**config.mk**
```make
export PLATFORM = sky130hd
export DESIGN_NAME = addr_mux_arb_flat
export DESIGN_NICKNAME = d
export VERILOG_FILES = /design/src/rtl/addr_arb_pkg.sv /design/src/rtl/addr_mux_arb_if.sv /design/src/rtl/addr_mux_arb_wait_timer.sv /design/src/rtl/addr_mux_arb.sv /design/src/flat_wrapper.sv
export SDC_FILE = /design/constraint.sdc
export NUM_CORES = 1
export LEC_CHECK = 0
export ABC_AREA = 1
export CORE_ASPECT_RATIO = 1.25
export CORE_UTILIZATION = 65
export CTS_CLUSTER_SIZE = 24
export DETAILED_ROUTE_END_ITERATION = 6
export DONT_BUFFER_PORTS = 1
export GPL_ROUTABILITY_DRIVEN = 0
export PLACE_DENSITY = 0.82
export SLEW_MARGIN = 20
export SYNTH_ARGS = -nofsm -noshare
export SYNTH_HDL_FRONTEND = slang
export SYNTH_HIERARCHICAL = 1
export SYNTH_SLANG_ARGS = --single-unit
```
**constraint.sdc**
```tcl
create_clock -name clk -period 3.6 [get_ports clk]
set_clock_uncertainty 0.2 [all_clocks]
set_input_delay 0.72 -clock clk [delete_from_list [all_inputs] [get_ports clk]]
set_output_delay 0.72 -clock clk [all_outputs]
set_load 0.005 [all_outputs]
```
**src/rtl/addr_arb_pkg.sv**
```systemverilog
// Shared types and constants for the address-path arbiter: FSM states,
// mux select encoding, counter widths and the starvation streak update.
package addr_arb_pkg;

  typedef enum logic [1:0] {
    IDLE  = 2'b00,
    BUS_A = 2'b01,
    BUS_B = 2'b10
  } arb_state_e;

  localparam logic SEL_A    = 1'b0;
  localparam logic SEL_B    = 1'b1;
  localparam int   STREAK_W = 4;
  localparam int   TIMER_W  = 8;

  // Streak after a B grant: counts only while A is waiting, saturates at lim.
  function automatic logic [STREAK_W-1:0] streak_next(
    input logic [STREAK_W-1:0] cur,
    input logic [STREAK_W-1:0] lim,
    input logic                a_waiting
  );
    logic [STREAK_W-1:0] nxt;
    if (!a_waiting) begin
      nxt = {STREAK_W{1'b0}};
    end else if (cur >= lim) begin
      nxt = lim;
    end else begin
      nxt = cur + {{(STREAK_W-1){1'b0}}, 1'b1};
    end
    return nxt;
  endfunction

endpackage

```
**src/rtl/addr_mux_arb_if.sv**
```systemverilog
// Request/grant/memory handshake bundle between the CPU control side and
// the address-path arbiter.
interface addr_mux_arb_if;

  logic a_req;
  logic b_req;
  logic mem_ready;
  logic sel;
  logic mem_valid;
  logic gnt_a;
  logic gnt_b;
  logic a_done;
  logic b_done;
  logic timeout_err;
  logic busy;

  // Arbiter side: owns select, grants and the memory handshake.
  modport master (
    input  a_req, b_req, mem_ready,
    output sel, mem_valid, gnt_a, gnt_b, a_done, b_done, timeout_err, busy
  );

  // Requester/memory side.
  modport slave (
    output a_req, b_req, mem_ready,
    input  sel, mem_valid, gnt_a, gnt_b, a_done, b_done, timeout_err, busy
  );

endinterface

```
**src/rtl/addr_mux_arb_wait_timer.sv**
```systemverilog
// Grant watchdog: clearable cycle counter plus the expiry compare.
// TIMEOUT of 0 disables expiry entirely.
module wait_timer
  import addr_arb_pkg::*;
#(
  parameter int TIMEOUT = 16
) (
  input  logic clk,
  input  logic rst_n,
  input  logic clr,
  input  logic en,
  output logic expired
);

  localparam logic               WD_ON = (TIMEOUT != 0);
  localparam logic [TIMER_W-1:0] LAST  = (TIMEOUT == 0) ? {TIMER_W{1'b0}}
                                                        : TIMER_W'(TIMEOUT - 1);

  logic [TIMER_W-1:0] count_r;

  // Cycles elapsed since the current grant started
  always_ff @(posedge clk or negedge rst_n) begin
    if (!rst_n) begin
      count_r <= {TIMER_W{1'b0}};
    end else if (clr) begin
      count_r <= {TIMER_W{1'b0}};
    end else if (en) begin
      count_r <= count_r + {{(TIMER_W-1){1'b0}}, 1'b1};
    end else begin
      count_r <= count_r;
    end
  end

  assign expired = WD_ON && (count_r == LAST);

endmodule

```
**src/rtl/addr_mux_arb.sv**
```systemverilog
// Arbiter/sequencer for the shared address path: picks fetch (A) or operand (B),
// drives addr_mux select and owns the memory request until completion or timeout.
module addr_mux_arb
  import addr_arb_pkg::*;
#(
  parameter int STARVE_LIM = 3,
  parameter int TIMEOUT    = 16
) (
  input  logic           clk,
  input  logic           rst_n,
  addr_mux_arb_if.master bus
);

  localparam logic [STREAK_W-1:0] LIM = STREAK_W'(STARVE_LIM);

  arb_state_e          state_r;
  logic                sel_r;
  logic                mem_valid_r;
  logic                gnt_a_r;
  logic                gnt_b_r;
  logic [STREAK_W-1:0] streak_r;

  logic expired_s;
  logic a_done_s;
  logic b_done_s;
  logic timeout_err_s;
  logic busy_s;
  logic a_starved_s;

  assign busy_s = (state_r != IDLE);

  // Timer is held at zero in IDLE, so each grant starts counting from 0.
  wait_timer #(
    .TIMEOUT (TIMEOUT)
  ) u_wait_timer (
    .clk     (clk),
    .rst_n   (rst_n),
    .clr     (!busy_s),
    .en      (busy_s),
    .expired (expired_s)
  );

  assign a_done_s      = gnt_a_r & (bus.mem_ready | expired_s);
  assign b_done_s      = gnt_b_r & (bus.mem_ready | expired_s);
  assign timeout_err_s = (gnt_a_r | gnt_b_r) & expired_s & ~bus.mem_ready;
  assign a_starved_s   = bus.a_req & (streak_r == LIM);

  // Arbitration FSM with registered grant, select, valid and starvation streak
  always_ff @(posedge clk or negedge rst_n) begin
    if (!rst_n) begin
      state_r     <= IDLE;
      sel_r       <= SEL_A;
      mem_valid_r <= 1'b0;
      gnt_a_r     <= 1'b0;
      gnt_b_r     <= 1'b0;
      streak_r    <= {STREAK_W{1'b0}};
    end else begin
      case (state_r)
        IDLE: begin
          if (bus.b_req && !a_starved_s) begin
            state_r     <= BUS_B;
            sel_r       <= SEL_B;
            gnt_b_r     <= 1'b1;
            mem_valid_r <= 1'b1;
            streak_r    <= streak_next(streak_r, LIM, bus.a_req);
          end else if (bus.a_req) begin
            state_r     <= BUS_A;
            sel_r       <= SEL_A;
            gnt_a_r     <= 1'b1;
            mem_valid_r <= 1'b1;
            streak_r    <= {STREAK_W{1'b0}};
          end else begin
            state_r <= IDLE;
          end
        end
        BUS_A: begin
          if (a_done_s) begin
            state_r     <= IDLE;
            gnt_a_r     <= 1'b0;
            mem_valid_r <= 1'b0;
          end else begin
            state_r <= BUS_A;
          end
        end
        BUS_B: begin
          if (b_done_s) begin
            state_r     <= IDLE;
            gnt_b_r     <= 1'b0;
            mem_valid_r <= 1'b0;
          end else begin
            state_r <= BUS_B;
          end
        end
        default: begin
          state_r     <= IDLE;
          sel_r       <= SEL_A;
          mem_valid_r <= 1'b0;
          gnt_a_r     <= 1'b0;
          gnt_b_r     <= 1'b0;
          streak_r    <= {STREAK_W{1'b0}};
        end
      endcase
    end
  end

  assign bus.sel         = sel_r;
  assign bus.mem_valid   = mem_valid_r;
  assign bus.gnt_a       = gnt_a_r;
  assign bus.gnt_b       = gnt_b_r;
  assign bus.a_done      = a_done_s;
  assign bus.b_done      = b_done_s;
  assign bus.timeout_err = timeout_err_s;
  assign bus.busy        = busy_s;

endmodule
```
**src/flat_wrapper.sv**
```systemverilog
// flat-port wrapper written by rule: the top's interface ports become plain ports
module addr_mux_arb_flat import addr_arb_pkg::*;
#(
  parameter int STARVE_LIM = 3,
  parameter int TIMEOUT    = 16
)
  (clk, rst_n, bus_a_req, bus_b_req, bus_mem_ready, bus_sel, bus_mem_valid, bus_gnt_a, bus_gnt_b, bus_a_done, bus_b_done, bus_timeout_err, bus_busy);
  addr_mux_arb_if bus_i ();
  input  logic clk;
  input  logic rst_n;
  input wire logic [$bits(bus_i.a_req)-1:0] bus_a_req;
  input wire logic [$bits(bus_i.b_req)-1:0] bus_b_req;
  input wire logic [$bits(bus_i.mem_ready)-1:0] bus_mem_ready;
  output wire logic [$bits(bus_i.sel)-1:0] bus_sel;
  output wire logic [$bits(bus_i.mem_valid)-1:0] bus_mem_valid;
  output wire logic [$bits(bus_i.gnt_a)-1:0] bus_gnt_a;
  output wire logic [$bits(bus_i.gnt_b)-1:0] bus_gnt_b;
  output wire logic [$bits(bus_i.a_done)-1:0] bus_a_done;
  output wire logic [$bits(bus_i.b_done)-1:0] bus_b_done;
  output wire logic [$bits(bus_i.timeout_err)-1:0] bus_timeout_err;
  output wire logic [$bits(bus_i.busy)-1:0] bus_busy;
  assign bus_i.a_req = bus_a_req;
  assign bus_i.b_req = bus_b_req;
  assign bus_i.mem_ready = bus_mem_ready;
  assign bus_sel = bus_i.sel;
  assign bus_mem_valid = bus_i.mem_valid;
  assign bus_gnt_a = bus_i.gnt_a;
  assign bus_gnt_b = bus_i.gnt_b;
  assign bus_a_done = bus_i.a_done;
  assign bus_b_done = bus_i.b_done;
  assign bus_timeout_err = bus_i.timeout_err;
  assign bus_busy = bus_i.busy;
  addr_mux_arb #(.STARVE_LIM(STARVE_LIM), .TIMEOUT(TIMEOUT)) u_core (.clk(clk), .rst_n(rst_n), .bus(bus_i));
endmodule
```
* Word-level counts from Yosys, hierarchy flattened
Cells that the tools add are included.
Widths: inputs -> output; s select.
** Storage, ports and cells
- Bits in registers :: 18
- Logic and storage cells :: 63
- Output and inout bits :: 8
** Operators by class
- Equality and inequality tests :: 10
- Magnitude comparators :: 1
- Bitwise gates (word level) :: 11
- $add $sub $neg :: 2
- Mux-type cells :: 23
- Reduce and logical (&&, ||, !) cells :: 9
** Operators by type and width (number)
- $mux 4 :: 4
- $mux 1 :: 10
- $pmux 1 s3 :: 3
- $add 8x1->8 const B :: 1
- $eq 8x4->1 const B :: 1
- $mux 8 :: 1
- $ne 2x2->1 const B :: 4
- $pmux 4 s2 :: 1
- $pmux 2 s3 :: 1
- $reduce_and 3->1 :: 2
- $and 1x1->1 :: 5
- $add 4x1->4 const B :: 1
- $eq 4x2->1 const B :: 1
- $ge 4x2->1 const B :: 1
- $mux 2 :: 2
- $not 1->1 :: 4
- $reduce_and 4->1 :: 1
- $ne 3x2->1 const B :: 1
- $eq 2x1->1 const B :: 1
- $eq 2x2->1 const B :: 1
- $logic_not 2->1 :: 1
- $ne 2x1->1 const B :: 1
- $or 1x1->1 :: 2
- $pmux 1 s2 :: 1
- 5 further kinds :: 5

* Depth between registers and ports, before layout
Gate-level depths: netlist of the first run.
- Word-level depth :: 6
- Mapped depth :: 10

* Cells and area by module
Netlist of the first run, hierarchy kept.
** Modules (own cells, without submodules)
- addr_mux_arb :: seq. area each 250.2 um2, times used 1, area an instance 623.1 um2, cells an instance 76
- wait_timer :: seq. area each 200.2 um2, times used 1, area an instance 456.7 um2, cells an instance 61

* Least setup slack after synthesis of the first run
No wires, ideal clock.
- Path type :: reg2out
- Start :: register u_core.u_wait_timer.count_r[1]
- End :: output port bus_timeout_err
- Cell stages (with the launch flop) :: 6
- Slack :: 1.307 ns
- Required time :: 2.680 ns
- Arrival :: 1.373 ns
- Path buffers :: 0
- Cells stage by stage :: dfrtp_1 > ha_1 > nand3_1 > nor4_1 > o21ai_0 > nor2_1
** On the way
- Longest elaborated chain between the ends :: 3
** Ends and longest elaborated chain
- start: declaration :: line addr_mux_arb_wait_timer.sv:19 : logic [TIMER_W-1:0] count_r;
- start signal: assignment :: line addr_mux_arb_wait_timer.sv:24 : count_r <= {TIMER_W{1'b0}};
- start signal: assignment :: line addr_mux_arb_wait_timer.sv:26 : count_r <= {TIMER_W{1'b0}};
- start signal: assignment :: line addr_mux_arb_wait_timer.sv:28 : count_r <= count_r + {{(TIMER_W-1){1'b0}}, 1'b1};
- $eq 8x4->1 :: line addr_mux_arb_wait_timer.sv:34 : assign expired = WD_ON && (count_r == LAST);
- net u_core.expired_s :: line addr_mux_arb.sv:23 : logic expired_s;
- $and 1x1->1 (2 in series) :: line addr_mux_arb.sv:45 : assign timeout_err_s = (gnt_a_r | gnt_b_r) & expired_s & ~bus.mem_ready;
- end: declaration :: line flat_wrapper.sv:20 : output wire logic [$bits(bus_i.timeout_err)-1:0] bus_timeout_err;
The timed path passes the listed nets, and every way through them passes these cells.

* Worst setup path after layout of the first run
Same ends and word-level chain as after synthesis.

==> results of run 1 <==
==> through the flow <==
step | total power [mW] | instance area, um^2 | hold slack, ps | utilization (%)
after floorplan | 0.632 | 1080 | 224 | -
after global placement | 0.679 | 1090 | 225 | 70.1
after detailed placement | 0.695 | 1090 | 225 | 70.1
after CTS | 0.801 | 1130 | 310 | 72.2
after global routing | 0.876 | 1130 | 337 | 72.2
final | 0.793 | 1130 | 314 | 72.2
==> registers in the layout, summed over array words and instances, names as in the netlist <==
register                     count
u_core/bus.sel                   1
u_core/u_wait_timer/count_r      8
u_core/bus.gnt_a                 1
u_core/streak_r                  4
u_core/state_r                   2
u_core/bus.gnt_b                 1
u_core/bus.mem_valid             1
==> cells in the mapped netlist <==
library cell,instances
nand2_1,27
dfrtp_1,18
nor2_1,17
inv_1,16
nand3_1,11
a21oi_1,7
ha_1,6
nor2_2,6
o21ai_0,6
inv_2,5
nand2_2,5
nand4_1,3
nor2_4,2
o21ai_4,2
buf_4,1
inv_4,1
nand2_4,1
nand3_2,1
nor4_1,1
or2_1,1
==> power groups by stage <==
stage / combinational [mW] / sequential, mW / clock (mW)
floorplan: 0.342 / 0.290 / 0
global placement: 0.382 / 0.296 / 0
detailed placement: 0.395 / 0.300 / 0
CTS: 0.402 / 0.296 / 0.103
global route: 0.461 / 0.303 / 0.112
finish: 0.401 / 0.295 / 0.0970
==> how the worst min path moves through the flow <==
| stage | endpoint | slack [ps] | cells after the start |
|---|---|---|---|
| floorplan | u_core/bus.gnt_a | 220 | 0 |
| global placement | u_core/u_wait_timer/count_r[2] | 220 | 0 |
| detailed placement | u_core/u_wait_timer/count_r[2] | 220 | 0 |
| CTS | u_core/streak_r[1] | 310 | 2 |
| global route | u_core/streak_r[1] | 340 | 2 |
| finish | u_core/streak_r[1] | 310 | 2 |
==> worst max-delay path, delay by kind of cell, from the launching register on <==
family | cells | cell delay, ps
compound gates | 1 | 180
fa+ha+maj | 1 | 200
flops | 1 | 400
simple gates | 3 | 750
==> final cells by class <==
type,count,area [um^2]
multi-input cells,96,537
flip-flops and latches,18,450
fillers,134,434
inverters,22,85.1
clock buffers,3,22.5
well taps,18,22.5
repair buffers,1,10.0
==> what timing repair did <==
action / CTS / global route
setup buffers: 0 / 0
hold buffers: 1 / 0
endpoints found under the hold margin: 18 / 0
gates resized for setup: 0 / 0
==> kinds of logic after synthesis <==
kind of cell | share of synthesized area, %
compound gates | 9.04
simple gates | 33.7
buf+inv | 8.58
flops | 41.7
fa+ha+maj | 6.95
==> per-layer routing <==
| metal | wire (um) | track usage [%] |
|---|---|---|
| met3 | 30 | 6.05 |
| met5 | 0 | 0 |
| met1 | 814 | 27.4 |
| met2 | 1040 | 43.4 |
| met4 | 12 | 10.3 |
==> flow_metrics.py, run 1 <==
metrics = {
    "yosys": {
        "ys_types": 20,
        "synth-seq-cells": 18,
        "synth.largest_area_cell": "dfrtp_1",
        "yosysTopAreaCellShare_pct": 41.7,
        "syn_inst": 137,
        "synth_seq_area_share_pct": 41.7,
        "syn_area_um2": 1080,
        "syn_area_per_cell_um2": 7.88,
        "syn-num-nets": 148,
        "synth_warnings": 6,
        "synth_area_leaders": "dfrtp_1 42%, nand2_1 9.4%, ha_1 7.0%",
    },
    "run_status": {
        "status": "complete, but fails checks",
        "violations": "design-rule violations",
    },
    "global_routing": {
        "antenna_found_initial": 0,
        "track_usage_pct": 24.2,
        "grt_pass1_vias": 739,
        "gr-total-overflow": 0,
        "grt_first_pass_wirelength_mm": 2.99,
        "grt_max_degree": 19,
    },
    "power": {
        "power_density_nw_per_um2": 704,
        "intPower_mw": 0.425,
        "p_clk_share_pct": 12.2,
        "ir_drop_v": 0.000443,
        "seq_power_share_pct": 37.2,
        "swShare_pct": 46.5,
        "power_frac_comb_pct": 50.6,
        "switching_power_mw": 0.369,
        "leakage_nw": 0.577,
    },
    "floorplan": {
        "core_area_um2": 1560,
        "die-width_um": 38.5,
        "dieArea_um2": 1830,
        "ioPinCount": 13,
        "initial_core_util_pct": 69.2,
        "rows": 16,
        "die_y_um": 47.6,
    },
    "clock_network": {
        "insertion_delay_ps": 290,
        "htreeDepth": 1,
        "clock-sinks": 18,
        "cts-root-buf": "clkbuf_4",
        "cts_made_buffers": 3,
        "cts.path.max_buffers": 2,
        "cts_tree": "built",
        "clk_pin_slew_worst_paths_ps": 90,
    },
    "detailed_routing": {
        "via_per_inst": 5.37,
        "ant_nets": 0,
        "wl_mm": 1.89,
        "drt_iter0_drc": 18,
        "vias": 848,
        "drc": 1,
        "dr.pass1.iters": 6,
        "wl_per_cell_um": 12.0,
    },
    "finish": {
        "areaGrowthSynthToFinish_pct": 4.40,
        "final_layout_size_suffix_gt1_share_pct": 18.6,
        "final_cell_mix": "27 x nand2_1, 18 x dfrtp_1, 17 x nor2_1",
        "final_common_cell": "nand2_1",
        "nets": 153,
        "final_cells": 158,
        "n_antenna_cell": 0,
    },
    "setup_path": {
        "crit_type": "flip-flop to output port",
        "path_max_fanout": 4,
        "cp.arrival_ps": 1820,
        "reg2reg_depth": 8,
        "crit_path_end_kind": "output port",
        "critPathMaxStageDelay_ps": 490,
        "crit_chain": "ha_1, nand3_1, nor4_1, o21ai_0, nor2_1",
        "rr_startpoint": "u_core/u_wait_timer/count_r[1]",
        "startpoint_type": "flip-flop",
        "required_ps": 2680,
        "cp_slowest_cell": "nor4_1",
        "worstSetupEndpoint": "bus_timeout_err",
        "rr_endpoint": "u_core/bus.gnt_a",
        "reg2reg_slack_ps": 1520,
        "crit_start": "u_core/u_wait_timer/count_r[1]",
    },
    "min_path": {
        "hp-class": "flip-flop to flip-flop",
        "min-delay-start": "u_core/streak_r[1]",
    },
    "timing": {
        "finalSetupViolations": 0,
        "setup_tns_ps": 0,
        "rsz0062_at_grt": "no",
        "period_share_pct": 76.2,
        "tightest_slew_ps": 828,
        "hold_viol": 0,
        "max_freq_mhz": 364,
        "maxSlewViolCount": 0,
        "layout_min_cycle_time_ps": 2740,
        "setup_ws_ps": 855,
        "slew_headroom_pct": 44.6,
    },
    "placed_design": {
        "port_buffers": 0,
        "hpwlAfterDp_mm": 1.46,
        "dp.cells": 154,
        "dpl_worst_slack_ps": 1160,
    },
    "job": {
        "drv_cap": 0,
    },
}
No activity file was read; power rests on OpenSTA's default activity.
==> run 2: changes to the inputs <==
CORE_UTILIZATION = 55   (was 65)
PLACE_DENSITY = 0.74   (was 0.82)
clock period = 2.3 ns   (was 3.6 ns; I/O delays follow)
==> run 2 against run 1 <==
Against the previous run:
- the run now ends clean
- register-to-register slack worse by 1000 ps
- final area increased by 7.1%
- flip-flop and latch count stayed put
- die area is 17% higher
- largest cell class unchanged
- largest power group unchanged
==> flow_metrics.py, run 2 (same netlist as run 1, synthesis figures left out) <==
metrics = {
    "finish": {
        "areaGrowthSynthToFinish_pct": 11.8,
        "final_common_cell": "nand2_1",
        "largest_register_ffs": 8,
        "largest_registers": "u_core/u_wait_timer/count_r: 8 flops, u_core/streak_r: 4 flops, u_core/state_r: 2 flops",
        "n_antenna_cell": 0,
        "final_cell_mix": "27 x nand2_1, 18 x dfrtp_1, 16 x inv_1",
        "nets": 159,
        "final_layout_size_suffix_gt1_share_pct": 26.5,
        "top_register": "u_core/u_wait_timer/count_r",
        "fin_util_pct": 66.8,
    },
    "detailed_routing": {
        "vias": 881,
        "wl_per_cell_um": 12.9,
        "via_per_inst": 5.31,
        "drc": 0,
        "drt_iter0_drc": 12,
        "dr.pass1.iters": 4,
        "wl_mm": 2.14,
        "ant_nets": 0,
    },
    "floorplan": {
        "dieArea_um2": 2150,
        "die-width_um": 41.6,
        "die_y_um": 51.5,
        "core_area_um2": 1810,
        "initial_core_util_pct": 59.7,
        "rows": 17,
        "ioPinCount": 13,
    },
    "clock_network": {
        "cts_made_buffers": 3,
        "cts-root-buf": "clkbuf_4",
        "htreeDepth": 1,
        "cts_tree": "built",
        "cts.path.max_buffers": 2,
        "clock-sinks": 18,
        "clk_pin_slew_worst_paths_ps": 100,
        "insertion_delay_ps": 280,
    },
    "power": {
        "ir_drop_v": 0.000818,
        "leakage_nw": 0.615,
        "power_density_nw_per_um2": 1110,
        "finalPower_mw": 1.34,
    },
    "setup_path": {
        "reg2reg_depth": 8,
        "required_ps": 1640,
        "rr_endpoint": "u_core/bus.gnt_a",
        "crit_path_end_kind": "output port",
        "reg2reg_slack_ps": 480,
        "crit_type": "flip-flop to output port",
        "startpoint_type": "flip-flop",
        "path_max_fanout": 3,
        "cp.arrival_ps": 1520,
        "rr_startpoint": "u_core/u_wait_timer/count_r[5]",
    },
    "placed_design": {
        "port_buffers": 0,
        "hpwlAfterDp_mm": 1.60,
    },
    "global_routing": {
        "track_usage_pct": 21.5,
        "gr-total-overflow": 0,
        "antenna_found_initial": 0,
        "grt_first_pass_wirelength_mm": 3.57,
        "grt_pass1_vias": 897,
        "grt_max_degree": 19,
    },
    "min_path": {
        "min-delay-start": "bus_a_req",
        "min_to": "u_core/state_r[0]",
        "hp-class": "input port to flip-flop",
        "whs_path_depth": 2,
    },
    "job": {
        "drv_cap": 0,
    },
    "timing": {
        "finalSetupViolations": 0,
        "slew_headroom_pct": 43.8,
        "maxSlewViolCount": 0,
        "tightest_slew_ps": 840,
        "max_freq_mhz": 459,
        "hold_viol": 0,
        "period_share_pct": 94.7,
        "layout_min_cycle_time_ps": 2180,
    },
    "run_status": {
        "status": "finished, final reports clean",
    },
}
[run 2: final cells by class]
cell class / instances / area, um^2
Clock buffer: 4 / 36.3
Multi-Input combinational cell: 96 / 557
Tap cell: 19 / 23.8
Inverter: 22 / 85.1
Fill cell: 166 / 601
Timing Repair Buffer: 7 / 55.1
Sequential cell: 18 / 450
[run 2: per-stage QoR]
stage               setup TNS [ps]  setup WS [ps]  instances  hold WS (ps)  area [um^2]
detailed placement               0            302        157         -35.2         1110
global route                 -8.88          -8.88        166           126         1210
global placement                 0            350        157         -35.2         1110
finish                           0            123        166           126         1210
CTS                              0           4.87        163           116         1170
floorplan                        0            267        137         -35.6         1080
[run 2: layer usage]
layer,share of wire [%],GRT usage (%),vias up
li1,-,-,449
met1,38,22.3,417
met2,59,43.2,11
met3,1.8,2.08,4
met4,1.2,9.14,0
met5,0,0,-
[run 2: how the worst max path moves through the flow]
| stage | startpoint | to | slack [ps] |
|---|---|---|---|
| floorplan | u_core/u_wait_timer/count_r[1] | bus_timeout_err | 270 |
| global placement | u_core/u_wait_timer/count_r[1] | bus_timeout_err | 350 |
| detailed placement | u_core/u_wait_timer/count_r[1] | bus_timeout_err | 300 |
| CTS | u_core/u_wait_timer/count_r[0] | bus_timeout_err | 5 |
| global route | u_core/u_wait_timer/count_r[5] | bus_timeout_err | -9 |
| finish | u_core/u_wait_timer/count_r[5] | bus_timeout_err | 120 |
[run 2: report_power, final]
group          switching, mW  internal (mW)
Combinational          0.446          0.240
Clock                 0.0945         0.0962
Sequential            0.0678          0.396
[run 2: critical path, stage by stage (launching register included)]
cell and delay [ps]:
dfrtp_1 410, or2_1 250, nor4_2 230, buf_4 170, o21ai_2 60, nor2_2 120
[run 2: repair_timing]
action,in CTS,in global routing
buffers inserted,1,3
endpoints found under the setup margin,3,3
cloned,0,0
pin swaps,0,3
resized for setup,1,6
hold buffers,1,0
endpoints found under the hold margin,18,0
